[config.mk]
export PLATFORM = sky130hd
export DESIGN_NAME = axis_width_downsizer_flat
export DESIGN_NICKNAME = d
export VERILOG_FILES = /design/src/rtl/axis_ds_pkg.sv /design/src/rtl/axis_ds_if.sv /design/src/rtl/axis_ds_lane_picker.sv /design/src/rtl/axis_width_downsizer.sv /design/src/flat_wrapper.sv
export SDC_FILE = /design/constraint.sdc
export NUM_CORES = 1
export LEC_CHECK = 0
export ABC_AREA = 1
export CAP_MARGIN = 10
export CORE_MARGIN = 5
export CORE_UTILIZATION = 40
export CTS_CLUSTER_SIZE = 8
export DETAILED_ROUTE_END_ITERATION = 7
export GPL_ROUTABILITY_DRIVEN = 0
export PLACE_DENSITY = 0.74
export SLEW_MARGIN = 20
export SYNTH_ARGS = -nofsm -noshare
export SYNTH_HDL_FRONTEND = slang
export SYNTH_SLANG_ARGS = --single-unit
[constraint.sdc]
create_clock -name axis_aclk -period 2.1 [get_ports axis_aclk]
set_input_delay 0.525 -clock axis_aclk [delete_from_list [all_inputs] [get_ports axis_aclk]]
set_output_delay 0.525 -clock axis_aclk [all_outputs]
set_load 0.03 [all_outputs]
[src/rtl/axis_ds_pkg.sv]
// axis_ds_pkg: shared types, constants and helpers
// for the AXI-Stream width downsizer.
package axis_ds_pkg;

  localparam int DEF_S_W    = 64;
  localparam int DEF_RATIO  = 4;
  localparam int MAX_RATIO  = 16;
  localparam int LANE_IDX_W = 4;

  typedef logic [LANE_IDX_W-1:0] lane_t;

  function automatic int clog2(input int v);
    int r;
    r = 0;
    for (int i = 0; i < 31; i++) begin
      if ((1 << i) < v) r = i + 1;
    end
    return r;
  endfunction

  function automatic int lane_count(input int s_w, input int m_w);
    return s_w / m_w;
  endfunction

  function automatic int lane_bytes(input int s_w, input int ratio);
    return s_w / (8 * ratio);
  endfunction

  // Lane that starts every word in the chosen order.
  function automatic lane_t first_lane(input int ratio, input bit msh);
    return msh ? lane_t'(ratio - 1) : '0;
  endfunction

endpackage

[src/rtl/axis_ds_if.sv]
// axis_ds_if: one AXI-Stream link (tvalid/tready/tdata/tkeep/tstrb/tlast).
// master drives payload and valid, slave drives ready.
interface axis_ds_if #(
  parameter int DW = 64
) ();

  logic            tvalid;
  logic            tready;
  logic [DW-1:0]   tdata;
  logic [DW/8-1:0] tkeep;
  logic [DW/8-1:0] tstrb;
  logic            tlast;

  modport master (
    output tvalid, tdata, tkeep, tstrb, tlast,
    input  tready
  );

  modport slave (
    input  tvalid, tdata, tkeep, tstrb, tlast,
    output tready
  );

endinterface

[src/rtl/axis_ds_lane_picker.sv]
// axis_ds_lane_picker: priority encoder over per-lane nonzero keep.
// in: keep_i, cur_i, msh_i  out: first_o, next_o, last_o.
module axis_ds_lane_picker
  import axis_ds_pkg::*;
#(
  parameter int RATIO = DEF_RATIO,
  parameter int KW    = DEF_S_W / 8,
  parameter int LW    = clog2(RATIO)
) (
  input  logic [KW-1:0] keep_i,
  input  logic [LW-1:0] cur_i,
  input  logic          msh_i,
  output logic [LW-1:0] first_o,
  output logic [LW-1:0] next_o,
  output logic          last_o
);

  localparam int LB = KW / RATIO;

  logic [RATIO-1:0] nz;
  logic [LW-1:0]    fst_m;
  logic [LW-1:0]    fst_l;
  logic [LW-1:0]    nxt_m;
  logic [LW-1:0]    nxt_l;
  logic             has_m;
  logic             has_l;

  always_comb begin
    for (int i = 0; i < RATIO; i++) begin
      nz[i] = |keep_i[i*LB +: LB];
    end
  end

  // Empty word falls back to the order's natural first lane.
  always_comb begin
    fst_m = LW'(RATIO - 1);
    fst_l = '0;
    nxt_m = '0;
    nxt_l = '0;
    has_m = 1'b0;
    has_l = 1'b0;
    for (int i = 0; i < RATIO; i++) begin
      if (nz[i]) fst_m = LW'(i);
      if (nz[i] && (LW'(i) < cur_i)) begin
        nxt_m = LW'(i);
        has_m = 1'b1;
      end
    end
    for (int i = RATIO - 1; i >= 0; i--) begin
      if (nz[i]) fst_l = LW'(i);
      if (nz[i] && (LW'(i) > cur_i)) begin
        nxt_l = LW'(i);
        has_l = 1'b1;
      end
    end
  end

  assign first_o = msh_i ? fst_m : fst_l;
  assign next_o  = msh_i ? nxt_m : nxt_l;
  assign last_o  = msh_i ? !has_m : !has_l;

endmodule

[src/rtl/axis_width_downsizer.sv]
// axis_width_downsizer: splits one wide AXIS beat into RATIO narrow beats.
// clk axis_aclk, async low reset axis_aresetn, s_axis (wide in), m_axis (narrow out).
module axis_width_downsizer
  import axis_ds_pkg::*;
#(
  parameter int S_TDATA_WIDTH   = DEF_S_W,
  parameter int RATIO           = DEF_RATIO,
  parameter int M_TDATA_WIDTH   = S_TDATA_WIDTH / RATIO,
  parameter bit MSH_FIRST       = 1'b1,
  parameter bit ENABLE_TLAST    = 1'b1,
  parameter bit ENABLE_TKEEP    = 1'b1,
  parameter bit SKIP_NULL_LANES = 1'b0
) (
  input  logic      axis_aclk,
  input  logic      axis_aresetn,
  axis_ds_if.slave  s_axis,
  axis_ds_if.master m_axis
);

  localparam int SKW  = S_TDATA_WIDTH / 8;
  localparam int MKW  = M_TDATA_WIDTH / 8;
  localparam int LW   = clog2(RATIO);
  localparam bit SKIP = SKIP_NULL_LANES && ENABLE_TKEEP;
  localparam logic [LW-1:0] FIRST =
    LW'(first_lane(RATIO, MSH_FIRST));

  logic [S_TDATA_WIDTH-1:0] data_q, data_d;
  logic [SKW-1:0]           keep_q, keep_d;
  logic [SKW-1:0]           strb_q, strb_d;
  logic                     last_q, last_d;
  logic                     hold_v_q, hold_v_d;
  logic [LW-1:0]            cur_lane_q, cur_lane_d;

  logic [SKW-1:0] in_keep;
  logic [SKW-1:0] in_strb;
  logic           in_last;
  logic [SKW-1:0] pk_in;
  logic [SKW-1:0] pk_hold;
  logic           in_any;

  logic [LW-1:0] in_first;
  logic [LW-1:0] in_next;
  logic          in_is_last;
  logic [LW-1:0] hold_first;
  logic [LW-1:0] nxt_lane;
  logic          last_lane;
  logic          unused_pick;

  logic m_hs;
  logic s_rdy;
  logic load;

  assign in_keep = ENABLE_TKEEP ? s_axis.tkeep : '1;
  assign in_strb = ENABLE_TKEEP ? s_axis.tstrb : '1;
  assign in_last = ENABLE_TLAST ? s_axis.tlast : 1'b0;

  // Without skipping every lane looks occupied to the picker.
  assign pk_in   = SKIP ? in_keep : '1;
  assign pk_hold = SKIP ? keep_q  : '1;
  assign in_any  = |pk_in;

  axis_ds_lane_picker #(
    .RATIO (RATIO),
    .KW    (SKW),
    .LW    (LW)
  ) u_pick_in (
    .keep_i  (pk_in),
    .cur_i   (FIRST),
    .msh_i   (MSH_FIRST),
    .first_o (in_first),
    .next_o  (in_next),
    .last_o  (in_is_last)
  );

  axis_ds_lane_picker #(
    .RATIO (RATIO),
    .KW    (SKW),
    .LW    (LW)
  ) u_pick_hold (
    .keep_i  (pk_hold),
    .cur_i   (cur_lane_q),
    .msh_i   (MSH_FIRST),
    .first_o (hold_first),
    .next_o  (nxt_lane),
    .last_o  (last_lane)
  );

  assign unused_pick = ^{in_next, in_is_last, hold_first};

  assign m_hs  = hold_v_q & m_axis.tready;
  assign s_rdy = !hold_v_q | (m_hs & last_lane);
  assign load  = s_axis.tvalid & s_rdy;

  always_comb begin
    data_d     = data_q;
    keep_d     = keep_q;
    strb_d     = strb_q;
    last_d     = last_q;
    hold_v_d   = hold_v_q;
    cur_lane_d = cur_lane_q;
    if (m_hs && !last_lane) cur_lane_d = nxt_lane;
    if (m_hs && last_lane)  hold_v_d   = 1'b0;
    if (load) begin
      data_d     = s_axis.tdata;
      keep_d     = in_keep;
      strb_d     = in_strb;
      last_d     = in_last;
      cur_lane_d = in_first;
      // An all-null word survives only to carry tlast.
      hold_v_d   = in_any | in_last;
    end
  end

  always_ff @(posedge axis_aclk or negedge axis_aresetn) begin
    if (!axis_aresetn) begin
      data_q     <= '0;
      keep_q     <= '0;
      strb_q     <= '0;
      last_q     <= 1'b0;
      hold_v_q   <= 1'b0;
      cur_lane_q <= FIRST;
    end else begin
      data_q     <= data_d;
      keep_q     <= keep_d;
      strb_q     <= strb_d;
      last_q     <= last_d;
      hold_v_q   <= hold_v_d;
      cur_lane_q <= cur_lane_d;
    end
  end

  assign s_axis.tready = s_rdy;
  assign m_axis.tvalid = hold_v_q;
  assign m_axis.tdata  = hold_v_q ?
    data_q[cur_lane_q*M_TDATA_WIDTH +: M_TDATA_WIDTH] : '0;
  assign m_axis.tkeep  = hold_v_q ?
    keep_q[cur_lane_q*MKW +: MKW] : '0;
  assign m_axis.tstrb  = hold_v_q ?
    strb_q[cur_lane_q*MKW +: MKW] : '0;
  assign m_axis.tlast  = hold_v_q & last_q & last_lane;

endmodule

[src/flat_wrapper.sv]
// flat-port wrapper written by rule: the top's interface ports become plain ports
module axis_width_downsizer_flat import axis_ds_pkg::*;
#(
  parameter int S_TDATA_WIDTH   = DEF_S_W,
  parameter int RATIO           = DEF_RATIO,
  parameter int M_TDATA_WIDTH   = S_TDATA_WIDTH / RATIO,
  parameter bit MSH_FIRST       = 1'b1,
  parameter bit ENABLE_TLAST    = 1'b1,
  parameter bit ENABLE_TKEEP    = 1'b1,
  parameter bit SKIP_NULL_LANES = 1'b0
)
  (axis_aclk, axis_aresetn, s_axis_tvalid, s_axis_tdata, s_axis_tkeep, s_axis_tstrb, s_axis_tlast, s_axis_tready, m_axis_tvalid, m_axis_tdata, m_axis_tkeep, m_axis_tstrb, m_axis_tlast, m_axis_tready);
  axis_ds_if #(.DW(64)) s_axis_i ();
  axis_ds_if #(.DW(16)) m_axis_i ();
  input  logic axis_aclk;
  input  logic axis_aresetn;
  input wire logic [$bits(s_axis_i.tvalid)-1:0] s_axis_tvalid;
  input wire logic [$bits(s_axis_i.tdata)-1:0] s_axis_tdata;
  input wire logic [$bits(s_axis_i.tkeep)-1:0] s_axis_tkeep;
  input wire logic [$bits(s_axis_i.tstrb)-1:0] s_axis_tstrb;
  input wire logic [$bits(s_axis_i.tlast)-1:0] s_axis_tlast;
  output wire logic [$bits(s_axis_i.tready)-1:0] s_axis_tready;
  output wire logic [$bits(m_axis_i.tvalid)-1:0] m_axis_tvalid;
  output wire logic [$bits(m_axis_i.tdata)-1:0] m_axis_tdata;
  output wire logic [$bits(m_axis_i.tkeep)-1:0] m_axis_tkeep;
  output wire logic [$bits(m_axis_i.tstrb)-1:0] m_axis_tstrb;
  output wire logic [$bits(m_axis_i.tlast)-1:0] m_axis_tlast;
  input wire logic [$bits(m_axis_i.tready)-1:0] m_axis_tready;
  assign s_axis_i.tvalid = s_axis_tvalid;
  assign s_axis_i.tdata = s_axis_tdata;
  assign s_axis_i.tkeep = s_axis_tkeep;
  assign s_axis_i.tstrb = s_axis_tstrb;
  assign s_axis_i.tlast = s_axis_tlast;
  assign s_axis_tready = s_axis_i.tready;
  assign m_axis_tvalid = m_axis_i.tvalid;
  assign m_axis_tdata = m_axis_i.tdata;
  assign m_axis_tkeep = m_axis_i.tkeep;
  assign m_axis_tstrb = m_axis_i.tstrb;
  assign m_axis_tlast = m_axis_i.tlast;
  assign m_axis_i.tready = m_axis_tready;
  axis_width_downsizer #(.S_TDATA_WIDTH(S_TDATA_WIDTH), .RATIO(RATIO), .M_TDATA_WIDTH(M_TDATA_WIDTH), .MSH_FIRST(MSH_FIRST), .ENABLE_TLAST(ENABLE_TLAST), .ENABLE_TKEEP(ENABLE_TKEEP), .SKIP_NULL_LANES(SKIP_NULL_LANES)) u_core (.axis_aclk(axis_aclk), .axis_aresetn(axis_aresetn), .s_axis(s_axis_i), .m_axis(m_axis_i));
endmodule
==> reports/metrics.cfg <==
[sta]
finalHoldViolations=0
relSlewSlack=0.6745
finalClockSkew_ns=0.008638
tightestPinTransition_ns=0.4882
hold-worst-slack_ns=0.1069
setup_ws_ns=-0.1934
post-route-period-util=1.092
max_freq_mhz=436.0
finalMaxSlewViolations=0
period_needed_ns=2.293
final-setup-viol-count=20
rsz0062_at_grt=true

[logic_synthesis]
syn_inst=583
ys_seq_elements=84
syn_area_um2=4280
yosysUniqueCellTypes=15
synth-seq-area-share=0.4917
syn_avg_cell_area_um2=7.342
ys_warn_count=0
syn_nets=668

[power_and_ir_drop]
sw_frac_of_total=0.4536
finalPower_mw=9.915
seqPwrFrac=0.293
power.density_nw_per_um2=1614
p_leak_nw=3.114
p_int_mw=5.417
switchingPower_mw=4.498
vdd_drop_max_mv=1.262
clock_power_share=0.120
power_frac_comb=0.587

[clocking]
htreeDepth=3
clockRootBuffer=clkbuf_8
path_clk_slew_ns=0.09
cts.hold.buffers_added=0
clock_latency_ns=0.37
cts_buffer_depth=2
cts.sinks=84
cts_buffers=9
cts_tree=yes

[setup_path]
cp.required_ns=1.57
path_max_fanout=6
crit_start=u_core.cur_lane_q[0]
critical_path_class=reg -> out
timing.critical_path.from_type=flip-flop
cp-end-kind=primary output
timing.rr.start=u_core.cur_lane_q[0]
arrival_ns=1.77
r2r_setup_slack_ns=0.31

[global_route]
grt_overflow=0
antenna_found_initial=0
grt_pass1_vias=4188
grtUsageTotal=0.2020
grt_pass1_wl_um=20820
grt_max_degree=62

[detailed_routing]
drt-total-wl_um=13240
wl_per_cell_um=15.89
vias=4253
met2_length_um=6367
via_per_inst=5.106
drtPass1Iterations=5
drt_iter0_markers=303
drc=0
highest_layer=met4
wl_met1_um=5605
route.met3.wl_um=1041
antenna_left=0

[floorplan]
start_util=0.4128
ios=108
coreArea_um2=10370
core.rowCount=37
dieArea_um2=12870
fp.dieW_um=113.4
die_y_um=113.4

[outcome]
status=finished with violations
violations=setup timing

[final_layout]
final_cell_mix=266 x nand2_1, 87 x nand3_1, 82 x clkdlybuf4s50_1, 82 x dfrtp_1, 41 x inv_1
nets=777
syn_to_final_growth_pct=43.55
final_common_cell=nand2_1
instances_no_fill=833
diodes=0
drive_gt1_frac=0.1908

[placed_design]
dp.cells=802
port_buffers=107
place_hpwl_um=8869

[run]
max_cap_violations=0

[hold_path]
hp-class=in -> async

[area by class of cell]
cell class | count | area (um^2)
fillers | 902 | 4225
flip-flops and latches | 84 | 2105
multi-input cells | 414 | 1969
repair buffers | 139 | 1523
well taps | 136 | 170.2
inverters | 43 | 167.7
clock buffers | 11 | 141.4
clock inverters | 5 | 61.31
repair inverters | 1 | 7.507
[synthesized netlist by cell type (all sizes together)]
| cell type | n | area, um^2 |
|---|---|---|
| a21oi | 20 | 100.1 |
| and3 | 1 | 6.260 |
| buf | 24 | 220.2 |
| clkbuf | 18 | 67.56 |
| dfrtp | 82 | 2052 |
| dfstp | 2 | 52.55 |
| inv | 43 | 161.4 |
| nand2 | 288 | 1086 |
| nand3 | 101 | 505.5 |
| nand3b | 1 | 7.510 |
| nor2 | 1 | 11.26 |
| nor3 | 1 | 5.000 |
| o21ai | 1 | 5.000 |
[cells by family (layout without fill, tap and decap cells)]
group                  count (synthesis)  in the layout  synth area share
AOI/OAI and AO/OA                     21             21           0.02455
buffers and inverters                 85            199            0.1049
DFF                                   84             84            0.4917
and+or+nand+nor                      393            393            0.3788
[state kept, by name, indices dropped and copies added, names as in the netlist]
name                  count
u_core.cur_lane_q         2
u_core.data_q            64
u_core.keep_q             8
u_core.last_q             1
u_core.m_axis.tvalid      1
u_core.strb_q             8
[worst paths after layout]
check	to	cells after the start
max	m_axis_tstrb[0]	6
min	u_core.data_q[37]	1
max reg2reg	u_core.data_q[47]	10
min reg2reg	u_core.data_q[28]	2
max in group asynchronous	u_core.data_q[44]	2
min in group axis_aclk	u_core.data_q[28]	2
[layer usage]
layer,GRT usage,vias to the layer above
li1,-,2017
met1,0.2762,2032
met2,0.3183,186
met3,0.04615,18
met4,0.06731,0
met5,0,-
[repair_timing]
| item | 4_1_cts | 5_1_grt |
|---|---|---|
| setup buffers | 5 | 5 |
| pin swaps | 12 | 21 |
| endpoints found under the setup margin | 21 | 22 |
| gates resized for setup | 44 | 55 |
| cloned | 2 | 3 |
[power groups by stage]
stage	sequential, mW	clock (mW)	combinational (mW)
after global placement	2.86	0	4.47
after CTS	2.86	1.21	5.15
after floorplan	2.74	0	3.15
final	2.90	1.19	5.82
after detailed placement	2.89	0	4.58
after global routing	2.98	1.28	6.31
[worst max-delay path, cell delays in order, from the launching register on]
cell and delay (ns):
dfstp_2 0.63, buf_6 0.14, bufbuf_16 0.25, nand2_1 0.07
nand3_2 0.09, a21oi_2 0.07, buf_6 0.14
[metrics by stage]
stage	setup slack, ns	util	instance area [um^2]	setup TNS (ns)
2_1_floorplan	0.02169	-	4280	0
3_3_place_gp	0.1196	0.5228	5421	0
3_5_place_dp	0.06329	0.5228	5421	0
4_1_cts	-0.1634	0.5643	5852	-2.914
5_1_grt	-0.2508	0.5925	6145	-4.193
6_report	-0.1934	0.5925	6145	-2.976
(Power assumes the default switching activity.)
==> RTL edit: new RTL, config.mk and constraints unchanged <==
Take the reset off `data_q` and load it in a clocked block of its own.
--- a/src/rtl/axis_width_downsizer.sv
+++ b/src/rtl/axis_width_downsizer.sv
@@ -113,20 +113,22 @@
 
   always_ff @(posedge axis_aclk or negedge axis_aresetn) begin
     if (!axis_aresetn) begin
-      data_q     <= '0;
       keep_q     <= '0;
       strb_q     <= '0;
       last_q     <= 1'b0;
       hold_v_q   <= 1'b0;
       cur_lane_q <= FIRST;
     end else begin
-      data_q     <= data_d;
       keep_q     <= keep_d;
       strb_q     <= strb_d;
       last_q     <= last_d;
       hold_v_q   <= hold_v_d;
       cur_lane_q <= cur_lane_d;
     end
+  end
+
+  always_ff @(posedge axis_aclk) begin
+    data_q <= data_d;
   end
 
   assign s_axis.tready = s_rdy;
Function: same outputs for any inputs over 10 cycles, from zero or initial values and one cycle with axis_aresetn low; that may be too few to reach the edited logic, so the function may still have changed.
==> RTL edit against the original RTL <==
The run still ends with negative setup slack left. Area after synthesis decreased by 14%. Via count fell by 30%. Hold slack better by 0.35 ns. Sequential share of layout area rose by 9.5 points. Sequential power is 13% lower. Sequential cell count did not move. Worst setup slack gained 0.043 ns. Wire length down 25%. Synthesized cell count fell by 36%. Cell count decreased by 26%. Power fell by 18%. Die area decreased by 13%. Cell area is 9.7% lower. Fmax rose by 1.9%. Critical endpoint is now m_axis_tkeep[1]. Largest power group unchanged.
==> RTL edit: results (changes against the original RTL) <==
crit-path max FO 5 (was 6); vias after detailed routing 2,987 (was 4,253); setup_tns -2.274 ns (was -2.976 ns); P_leak 0.002383 uW (was 0.003114 uW); status finished with violations (unchanged); grt met2 use 28.92% (was 31.83%); failing checks negative setup slack (unchanged); Clock Skew 0.01501 ns (was 0.008638 ns); VDD IR max 815.0 uV (was 1262 uV); GRT Total Usage 17.20% (was 20.20%); met2 WL 4971 um (was 6367 um); sequential share of the synthesized area 65.81% (was 49.17%); met3 global-route usage 6.315% (was 4.615%); Detailed Route WL 9882 um (was 13,240 um); Netlist cell types 19 (was 15); EDFF count, synth 64 (was 0); fill cell count 757 (was 902); Skew-Pair Late Insertion Delay 0.35 ns (was 0.37 ns); first-pass GRT wire length 14,950 um (was 20,820 um); top area cells in the synthesized netlist edfxtp_1 (52%), nand2_1 (16%), dfrtp_1 (12%) (was dfrtp_1 (48%), nand2_1 (25%), nand3_1 (12%)); total CTS buffers 9 (unchanged); max_slew headroom 72.07% (was 67.45%); synth cell count leaders nand2_1 (159), edfxtp_1 (64), inv_1 (43), nand3_1 (30), a21oi_1 (20) (was nand2_1 (286), nand3_1 (101), dfrtp_1 (82), inv_1 (43), a21oi_1 (20)); Place WS 0.06295 ns (was 0.06329 ns); # setup viols final 22 (was 20); met3 routed WL 761 um (was 1041 um); ys async rst share 23.81% (was 100.0%); ys flop type edfxtp_1 (was dfrtp_1); largest net degree at the start of global routing 41 (was 62); switching share of power 41.41% (was 45.36%); layout cell share with drive strength beyond 1 26.04% (was 19.08%); Power, Total 8124 uW (was 9915 uW); Gate power share 53.2% (was 58.7%); Final WS setup -0.1501 ns (was -0.1934 ns); vias in the first global route 3,010 (was 4,188); fin nets 583 (was 777); GR Layer Usage met1 21.07% (was 27.62%); Syn Nets 457 (was 668); Metal-1 WL 4062 um (was 5605 um); CP max stage delay about 0.62 ns; Synth Area in Compound Gates 2.852% (was 2.455%); Detailed Routing Iterations Pass 1 7 (was 5); hpwl dp 6513 um (was 8869 um); Clk power 1280 uW (was 1190 uW); DRT iter0 DRCs 148 (was 303)
RTL edit: final timing paths:
| kind | slack [ns] | end | startpoint | cells past startpoint |
|---|---|---|---|---|
| hold / removal | 0.46 | u_core.keep_q[5] | axis_aresetn | 1 |
| setup reg to reg | 0.08 | u_core.data_q[1] | u_core.cur_lane_q[0] | 9 |
| hold reg to reg | 0.48 | u_core.strb_q[0] | u_core.strb_q[0] | 2 |
| max in group asynchronous | 1.12 | u_core.keep_q[0] | axis_aresetn | 2 |
| min in group axis_aclk | 0.48 | u_core.strb_q[0] | u_core.strb_q[0] | 2 |
| setup / recovery | -0.15 | m_axis_tkeep[1] | u_core.cur_lane_q[0] | 7 |
RTL edit: timing repair:
| action | CTS | global route |
|---|---|---|
| gates resized for setup | 51 | 50 |
| pin swaps | 13 | 18 |
| setup buffers | 7 | 5 |
| cloned | 5 | 0 |
| setup endpoints to repair | 21 | 22 |
| endpoints found under the hold margin | 0 | 0 |
RTL edit: metrics by stage:
| step | area [um2] | instances |
|---|---|---|
| global placement | 4835 | 581 |
| floorplan | 3697 | 372 |
| CTS | 5334 | 609 |
| detailed placement | 4835 | 581 |
| finish | 5547 | 614 |
| global route | 5547 | 614 |
RTL edit: area by class of cell:
| cell class | instances | area (um2) | share of cell area, % |
|---|---|---|---|
| timing repair buffer | 133 | 1406 | 25.36 |
| clock buffer | 9 | 123.9 | 2.233 |
| tap | 111 | 138.9 | 2.504 |
| inverter | 44 | 192.7 | 3.474 |
| clock inverter | 7 | 98.84 | 1.782 |
| timing repair inverter | 3 | 22.52 | 0.4060 |
| sequential | 84 | 2425 | 43.72 |
| multi-input combinational | 223 | 1139 | 20.53 |
